**src/rtl/ibuf_write_sequencer.sv**
```systemverilog
// Input-buffer write sequencer: tags each accepted DRAM word with bank/row/channel/column
// and forwards it through a single no-bubble output register with a per-frame done pulse.
module ibuf_write_sequencer #(
  parameter int DW     = 32,
  parameter int STRIDE = 1,
  parameter int BURST  = 32,
  parameter int CH     = 1,
  parameter int POY    = 3,
  parameter int DEPTH  = 2 * STRIDE,
  localparam int BW    = (POY > 1)    ? $clog2(POY)    : 1,
  localparam int RW    = (DEPTH > 1)  ? $clog2(DEPTH)  : 1,
  localparam int CHW   = (CH > 1)     ? $clog2(CH)     : 1,
  localparam int CW    = (BURST > 1)  ? $clog2(BURST)  : 1,
  localparam int SW    = (STRIDE > 1) ? $clog2(STRIDE) : 1
) (
  input  logic           clk,
  input  logic           rst,
  input  logic           start,
  input  logic [15:0]    cfg_rows,
  input  logic           s_valid,
  output logic           s_ready,
  input  logic [DW-1:0]  s_data,
  output logic           m_valid,
  input  logic           m_ready,
  output logic [DW-1:0]  m_data,
  output logic [BW-1:0]  m_bank,
  output logic [RW-1:0]  m_row,
  output logic [CHW-1:0] m_ch,
  output logic [CW-1:0]  m_col,
  output logic           m_last,
  output logic           busy,
  output logic           done
);

  typedef enum logic [1:0] {IDLE, RUN, DRAIN, DONE} state_t;

  state_t          state;
  logic [CW-1:0]   col;
  logic [CHW-1:0]  ch;
  logic [SW-1:0]   bias;
  logic [BW-1:0]   bank;
  logic [RW-1:0]   base;
  logic [15:0]     row_cnt;
  logic [15:0]     rows_cfg;

  logic accept, col_wrap, ch_wrap, bias_wrap, bank_wrap, last_word;

  // Row base steps by STRIDE and wraps once the last bank group of DEPTH is used.
  function automatic logic [RW-1:0] next_base(input logic [RW-1:0] b);
    if (b == RW'(DEPTH - STRIDE))
      next_base = '0;
    else
      next_base = b + RW'(STRIDE);
  endfunction

  assign s_ready   = (state == RUN) && (!m_valid || m_ready);
  assign accept    = s_valid && s_ready;
  assign busy      = (state == RUN) || (state == DRAIN);

  assign col_wrap  = (col == CW'(BURST - 1));
  assign ch_wrap   = col_wrap && (ch == CHW'(CH - 1));
  assign bias_wrap = ch_wrap && (bias == SW'(STRIDE - 1));
  assign bank_wrap = bias_wrap && (bank == BW'(POY - 1));
  assign last_word = ch_wrap && (row_cnt == rows_cfg - 16'd1);

  always_ff @(posedge clk) begin
    if (rst) begin
      state    <= IDLE;
      col      <= '0;
      ch       <= '0;
      bias     <= '0;
      bank     <= '0;
      base     <= '0;
      row_cnt  <= '0;
      rows_cfg <= '0;
      m_valid  <= 1'b0;
      m_last   <= 1'b0;
      m_data   <= '0;
      m_bank   <= '0;
      m_row    <= '0;
      m_ch     <= '0;
      m_col    <= '0;
      done     <= 1'b0;
    end else begin
      done <= 1'b0;
      case (state)
        IDLE: begin
          if (start) begin
            rows_cfg <= cfg_rows;
            col      <= '0;
            ch       <= '0;
            bias     <= '0;
            bank     <= '0;
            base     <= '0;
            row_cnt  <= '0;
            state    <= (cfg_rows == 16'd0) ? DONE : RUN;
          end
        end
        RUN:   if (accept && last_word) state <= DRAIN;
        DRAIN: if (m_valid && m_ready) state <= DONE;
        DONE: begin
          done  <= 1'b1;
          state <= IDLE;
        end
        default: state <= IDLE;
      endcase

      // Output register: load on accept, otherwise drop once the word is taken.
      if (accept) begin
        m_valid <= 1'b1;
        m_data  <= s_data;
        m_bank  <= bank;
        m_row   <= base + RW'(bias);
        m_ch    <= ch;
        m_col   <= col;
        m_last  <= last_word;
        col     <= col_wrap  ? '0 : col + CW'(1);
        if (col_wrap)  ch      <= ch_wrap   ? '0 : ch + CHW'(1);
        if (ch_wrap)   row_cnt <= row_cnt + 16'd1;
        if (ch_wrap)   bias    <= bias_wrap ? '0 : bias + SW'(1);
        if (bias_wrap) bank    <= bank_wrap ? '0 : bank + BW'(1);
        if (bank_wrap) base    <= next_base(base);
      end else if (m_ready) begin
        m_valid <= 1'b0;
        m_last  <= 1'b0;
      end
    end
  end

endmodule

```
**config.mk**
```make
export PLATFORM = sky130hd
export DESIGN_NAME = ibuf_write_sequencer
export DESIGN_NICKNAME = d
export VERILOG_FILES = /design/src/rtl/ibuf_write_sequencer.sv
export SDC_FILE = /design/constraint.sdc
export NUM_CORES = 1
export LEC_CHECK = 0
export CAP_MARGIN = 5
export CORE_MARGIN = 3
export CORE_UTILIZATION = 45
export DETAILED_ROUTE_END_ITERATION = 10
export GPL_TIMING_DRIVEN = 0
export PLACE_DENSITY = 0.72
export SETUP_SLACK_MARGIN = 0.3
export SLEW_MARGIN = 10
export SYNTH_ARGS = -nofsm -noshare
export SYNTH_HDL_FRONTEND = slang
export SYNTH_SLANG_ARGS = --single-unit
export TNS_END_PERCENT = 50
```
**constraint.sdc**
```tcl
create_clock -name clk -period 6.9 [get_ports clk]
set_input_delay 1.725 -clock clk [delete_from_list [all_inputs] [get_ports clk]]
set_output_delay 1.725 -clock clk [all_outputs]
set_load 0.01 [all_outputs]
```
# Word level (Yosys, flattened, before mapping)
# Cells that the tools add are included.
[totals]
wordCells = 91
ff_bits = 88
[classes]
reduce_logical = 19
addsub = 8
n_eq_ne = 9
bitwise_logic = 2
muxes = 37
[op_table]
columns = ["operator", "count"]
rows = [
  ["16-bit two-way mux", 4],
  ["5-bit two-way mux", 4],
  ["1-bit two-way mux", 19],
  ["2-bit two-way mux", 9],
  ["16-bit by 1-bit adder with 16-bit output, second input constant", 1],
  ["16-bit == test", 1],
  ["16-bit logical NOT", 1],
  ["16-bit by 1-bit subtractor with 16-bit output, second input constant", 1],
  ["1-bit logical AND", 8],
  ["2-bit case mux with 4 select lines", 1],
  ["2-bit == test, second input constant", 3],
  ["2-bit nonzero test", 3],
  ["5-bit by 1-bit adder with 5-bit output, second input constant", 1],
  ["5-bit == test, second input constant", 1],
  ["2-bit by 1-bit != test with 1-bit output, second input constant", 2],
  ["2-bit AND reduction", 2],
  ["1-bit adder, second input constant", 3],
  ["3-bit AND reduction", 1],
  ["2-bit by 1-bit adder with 2-bit output, second input constant", 1],
  ["2-bit by 1-bit == test with 1-bit output, second input constant", 1],
  ["2-bit logical NOT", 1],
  ["1-bit logical OR", 2],
  ["2-bit != test, second input constant", 1],
  ["1-bit inverter", 2],
  ["other kinds (2)", 2],
]

# Depth between registers and ports, before layout
# Gate-level depths: netlist (run 1).
[logic_depth]
word_depth = 7
ltp_mapped = 11

# Worst setup path before layout (run 1)
# OpenSTA, ideal clock, no wires.
[synth_path]
path_type = "in2out"
from = "input port m_ready"
to = "output port s_ready"
path_slack_ns = 3.120
arrival_ns = 2.055
required_time_ns = 5.175
path_buffers = 0
path_stages = 2
path_cell_list = "nand2b_1 > and2_1"
[synth_between]
elab_chain_cells = 2
[synth_lines]
columns = ["element", "line", "rtl"]
rows = [
  ["from (decl)", "24", "input logic m_ready,"],
  ["1-bit logical OR", "56", "assign s_ready = (state == RUN) && (!m_valid || m_ready);"],
  ["1-bit logical AND", "56", ""],
  ["to (decl)", "21", "output logic s_ready,"],
]
# No other way between the ends.

# Worst setup path in the final report (run 1)
# Same ends and word-level chain as after synthesis.

==> impl_metrics.yaml, run 1 <==
timing:
  final-setup-viol-count: 0
  tightest_slew_ns: 0.539
  finalWorstSetupSlack_ns: 2.11
  slew_viol_final: 0
  fmax_mhz: 209
  finalCritPeriodShare_pct: 69.5
  relSlewSlack_pct: 64.0
  finalClockSkew_ns: 0.0104
  fin_setup_tns_ns: 0
  hold_viol: 0
  timing.final.crit_period_ns: 4.79
  rsz0062_at_grt: "false"
cells_and_area:
  fin_nets: 694
  synthToLayoutAreaGrowth_pct: 31.6
  multi_input_area_sq_mm: 0.00217
  seqCellArea_sq_mm: 0.00176
  nFillCells: 787
  drive_gt1_share_pct: 5.19
  n_antenna_cell: 0
  finalInstanceArea_sq_mm: 0.00540
yosys:
  synth_area_leader_cell: "dfxtp_1"
  synthesis.area_sq_mm: 0.00410
  netlist_top_cells_area: "dfxtp_1, nand2_1, a21oi_1"
  ys.flop_type: "dfxtp_1"
  synth_nets: 585
  ys_types: 59
  yosys-top-cells-count: "nand2_1, dfxtp_1, a21oi_1, nor2_1, clkbuf_1"
  avgSynthCellArea_sq_um: 7.83
  synth_top_area_share_pct: 42.9
  synth_most_common_cell: "nand2_1"
  async_flop_share_pct: 0
  synth_edf_count: 0
  ys_seq_area_share_pct: 42.9
  ys_warn_count: 0
  ys_ff_latch: 88
  synthCells: 524
setup_path:
  crit_fanout: 3
  cp.arrival_ns: 3.07
  crit_required_ns: 5.18
  path_class: "in2out"
  cp-end-kind: "primary output"
  cp-start-kind: "input pin"
placement:
  port_buffers: 98
  dp_slack_ns: 2.10
  gp_congestion: 0.861
  dp_hpwl_mm: 8.33
  place_area_sq_mm: 0.00522
cts:
  clk_pin_slew_ns: 0.08
  cts.htree.levels: 3
  ctsResizeCount: 0
  cts_buffers: 9
  cts_root_buffer: "clkbuf_8"
  post_cts_buffers: 0
  hold_buffers: 0
  tritoncts: "yes"
  clk_latency_ns: 0.35
  max-clock-path-buffers: 2
  clock-sinks: 88
pwr:
  leakage_nw: 1.90
  vdd_ir_drop_max_mv: 0.149
  pwr_density_cell_mw_per_mm2: 270
die:
  io_pins: 99
  dieHeight_microns: 101
  die_w_microns: 101
  die_area_sq_mm: 0.0103
  rows: 34
  core_region_area_sq_mm: 0.00881
  start_util_pct: 46.6
route:
  drt_iter0_drc: 171
  vias_per_cell: 5.36
  first_pass_iters: 5
  vias: 3987
  remaining_drc_errors: 0
  drtAntennaViolNets: 0
  wirelength_mm: 10.9
  drt-wirelength-per-cell_microns: 14.6
global_routing:
  globalRouteTotalUtil_pct: 21.7
  grt-ovfl-total: 0
  grt_pass1_wl_mm: 18.0
  grt_max_degree: 15
  grt_antenna_before_repair: 0
  grt_pass1_vias: 3874
status:
  status: "finished, final reports clean"
job:
  maxCapViolations: 0
min_path:
  min_path_type: "reg2reg"
## routing by layer
layer | wire (microns) | up-vias | track usage, %
li1 | - | 2011 | -
met3 | 723 | 13 | 5.23
met2 | 5090 | 125 | 35.5
met4 | 192 | 0 | 7.36
met5 | 0 | - | 0
met1 | 4870 | 1838 | 28.2
## final timing paths
check              from         end  slack [ns]  cells after the start
min          m_data[12]  m_data[12]        0.46                      2
max reg2reg      col[0]    state[0]        3.88                     10
min reg2reg  m_data[12]  m_data[12]        0.46                      2
max             m_ready     s_ready        2.11                      4
## worst max-delay path: stages
cell	delay [ns]
clkdlybuf4s50_1	0.49
nand2b_1	0.15
and2_1	0.16
clkdlybuf4s50_1	0.54
## final cells by class
type,count,share of cell area [%]
buffer,33,2.69
clock inverter,5,1.09
sequential,88,32.6
tap,108,2.50
inverter,7,0.486
timing repair buffer,98,18.2
clock buffer,9,2.29
multi-input combinational,396,40.2
## per-stage QoR
stage	cells	utilization [%]	hold slack [ns]	power, mW
3_5_place_dp	730	59.3	0.446	1.12
4_1_cts	744	61.4	0.458	1.46
6_report	744	61.4	0.456	1.46
2_1_floorplan	524	-	0.426	0.933
3_3_place_gp	730	59.3	0.441	1.10
5_1_grt	744	61.4	0.473	1.54
## cell usage in the layout (no fill, tap or decap), types with 5 or more instances in the layout
| master | synthesis | layout |
|---|---|---|
| nand2_1 | 129 | 129 |
| clkbuf_1 | 25 | 25 |
| nand3_1 | 15 | 15 |
| clkbuf_8 | 0 | 9 |
| nor4_1 | 7 | 7 |
| clkdlybuf4s50_1 | 0 | 98 |
| nor2_1 | 43 | 43 |
| o21ai_0 | 15 | 15 |
| dfxtp_1 | 88 | 88 |
| xor2_1 | 10 | 10 |
| nor3_1 | 9 | 9 |
| and3_1 | 7 | 7 |
| nand2b_1 | 5 | 5 |
| inv_1 | 7 | 7 |
| ha_1 | 8 | 8 |
| xnor2_1 | 12 | 12 |
| a21oi_1 | 74 | 74 |
## cells by family (layout without fill, tap and decap cells)
family / count (synthesis) / in the layout / synth area share [%]
AND/OR/NAND/NOR: 245 / 245 / 27.9
AO/OA/AOI/OAI: 118 / 118 / 17.0
flip-flops: 88 / 88 / 42.9
buffers and inverters: 40 / 152 / 4.18
XOR/XNOR: 23 / 23 / 5.09
adder cells (fa/ha/maj): 9 / 9 / 2.68
multiplexers: 1 / 1 / 0.244
## report_power, final
group / internal, mW / switching [mW] / total (mW)
Sequential: 0.553 / 0.0383 / 0.591
Clock: 0.164 / 0.185 / 0.349
Combinational: 0.227 / 0.290 / 0.516
## flip-flops by register name, summed over array words and instances (netlist names), 2 cells and up
signal,cells
row_cnt,16
col,5
m_col,5
m_bank,2
bank,2
m_data,32
rows_cfg,16
state,2
Note: power is estimated with default switching activity, not from simulation.
==> inputs of run 2 (changes only) <==
Settings changed: PLACE_DENSITY 0.72 to 0.74.
Clock period 6.9 ns to 4.4 ns, I/O delays scaled along.
==> impl_metrics.yaml, run 2 (synthesized netlist as in run 1, its figures left out) <==
placement:
  gp_congestion: 0.849
  dp_hpwl_mm: 8.31
  port_buffers: 98
  dp_slack_ns: 0.712
timing:
  finalCritPeriodShare_pct: 80.3
  relSlewSlack_pct: 65.3
  final-setup-viol-count: 0
  timing.final.crit_period_ns: 3.53
  hold_viol: 0
  fin_setup_tns_ns: 0
  tightest_slew_ns: 0.521
  fmax_mhz: 283
  rsz0062_at_grt: "false"
  slew_viol_final: 0
  finalClockSkew_ns: 0.0110
  finalWorstSetupSlack_ns: 0.867
pwr:
  pwr_density_cell_mw_per_mm2: 428
  leakage_nw: 1.91
  switching_share_pct: 35.0
  power_frac_comb_pct: 34.9
  fin_total_pwr_mw: 2.32
  pwr-share-seq_pct: 39.9
  internal-power_mw: 1.51
  p_switching_uw: 813
  vdd_ir_drop_max_mv: 0.207
  clkPwrFrac_pct: 25.1
cells_and_area:
  layout_common_cells: "nand2_1, clkdlybuf4s50_1, dfxtp_1"
  fin_nets: 694
  drive_gt1_share_pct: 5.33
  nFillCells: 813
  synthToLayoutAreaGrowth_pct: 32.1
  largest_reg_flops: 32
  regMostFlops: "m_data"
  n_antenna_cell: 0
  final_common_cell: "nand2_1"
  reg.largest.list: "m_data: 32 flops, row_cnt: 16 flops, rows_cfg: 16 flops"
setup_path:
  cp_cell_sequence: "clkdlybuf4s50_1 -> nand2b_1 -> and2_1 -> clkdlybuf4s50_1"
  path_buf_inv: 2
  cp-start-kind: "input pin"
  crit_fanout: 3
  path_class: "in2out"
  crit_path_max_incr_delay_ns: 0.54
  cp.arrival_ns: 2.43
  cp-end-kind: "primary output"
  crit_family: "buffers and inverters"
  cp_common_cell: "clkdlybuf4s50_1"
  cpMaxStageDelayCell: "clkdlybuf4s50_1"
  crit_required_ns: 3.30
status:
  status: "finished, final reports clean"
cts:
  hold_buffers: 0
  tritoncts: "yes"
  clock-sinks: 88
  cts_root_buffer: "clkbuf_8"
  clk_latency_ns: 0.36
  ctsResizeCount: 0
  cts_buffers: 9
  post_cts_buffers: 0
  clk_pin_slew_ns: 0.09
  cts.htree.levels: 3
  max-clock-path-buffers: 2
min_path:
  min_path_type: "reg2reg"
die:
  rows: 34
  die_area_sq_mm: 0.0103
  core_region_area_sq_mm: 0.00881
  io_pins: 99
  die_w_microns: 101
  start_util_pct: 46.6
  dieHeight_microns: 101
job:
  maxCapViolations: 0
route:
  drt-wirelength-per-cell_microns: 14.6
  drt_iter0_drc: 195
  vias_per_cell: 5.34
  vias: 3984
  first_pass_iters: 4
  wirelength_mm: 10.9
  drtAntennaViolNets: 0
  remaining_drc_errors: 0
global_routing:
  grt_max_degree: 16
  globalRouteTotalUtil_pct: 21.4
  grt_antenna_before_repair: 0
  grt-ovfl-total: 0
  grt_pass1_wl_mm: 17.8
  grt_pass1_vias: 3838
[run 2: cell count changes in the layout (fill, tap and decap cells not counted), sizes merged]
cell,change
inv,+2
clkinvlp,-2
clkbuf,+2
[run 2: layout make-up]
type / instances / area [sq um] / area share, %
sequential: 88 / 1760 / 32.5
clock buffer: 11 / 141 / 2.61
tap: 108 / 135 / 2.49
inverter: 7 / 26.3 / 0.485
clock inverter: 5 / 61.3 / 1.13
timing repair buffer: 98 / 981 / 18.1
buffer: 33 / 145 / 2.68
multi-input combinational: 396 / 2170 / 40.0
[run 2: metrics by stage]
stage	hold WS [ns]	std cells	utilization [%]	area [sq um]
floorplan	0.426	524	-	4100
global placement	0.442	730	59.3	5220
detailed placement	0.446	730	59.3	5220
CTS	0.459	746	61.6	5420
global route	0.479	746	61.6	5420
finish	0.455	746	61.6	5420
[run 2: worst paths after layout]
| check | start | endpoint | slack [ns] | cells after the start |
|---|---|---|---|---|
| worst max-delay path | m_ready | s_ready | 0.87 | 4 |
| worst min-delay path | m_data[13] | m_data[13] | 0.45 | 2 |
| worst max register to register | col[0] | state[0] | 1.30 | 10 |
| worst min register to register | m_data[13] | m_data[13] | 0.45 | 2 |
[run 2: per-layer routing]
| metal | global-route usage [%] | share of wire, % | vias to the layer above | routed length, microns |
|---|---|---|---|---|
| li1 | - | - | 2021 | - |
| met5 | 0 | 0 | - | 0 |
| met1 | 27.4 | 45 | 1864 | 4920 |
| met3 | 6.75 | 6.3 | 7 | 684 |
| met4 | 5.01 | 0.91 | 0 | 99 |
| met2 | 35.3 | 47 | 92 | 5150 |
[run 2: power groups by stage]
stage | sequential, mW | combinational, mW | clock (mW)
2_1_floorplan | 0.949 | 0.514 | 0
3_3_place_gp | 0.942 | 0.788 | 0
3_5_place_dp | 0.944 | 0.803 | 0
4_1_cts | 0.926 | 0.807 | 0.594
5_1_grt | 0.935 | 0.895 | 0.627
6_report | 0.926 | 0.810 | 0.583
[run 2: tightest hold or removal path, delay by kind of cell (launching register included)]
family             cells  cell delay (ns)
and+or+nand+nor        1             0.05
AOI/OAI and AO/OA      1             0.05
DFF                    1             0.32
==> inputs of run 3 (changes only) <==
Settings changed: PLACE_DENSITY 0.74 to 0.72.
Clock period 4.4 ns to 3.6 ns, I/O delays scaled along.
==> results of run 3 <==
The final DEF is identical to that of run 1. Status: finished, final reports clean.
Among the figures that moved: setup slack after placement 2.10 ns -> 0.195 ns; setup slack after layout 2.11 ns -> 0.456 ns; register-to-register setup slack 3.88 ns -> 0.58 ns; total power 1.46 mW -> 2.79 mW; worst IR drop on VDD 0.149 mV -> 0.286 mV
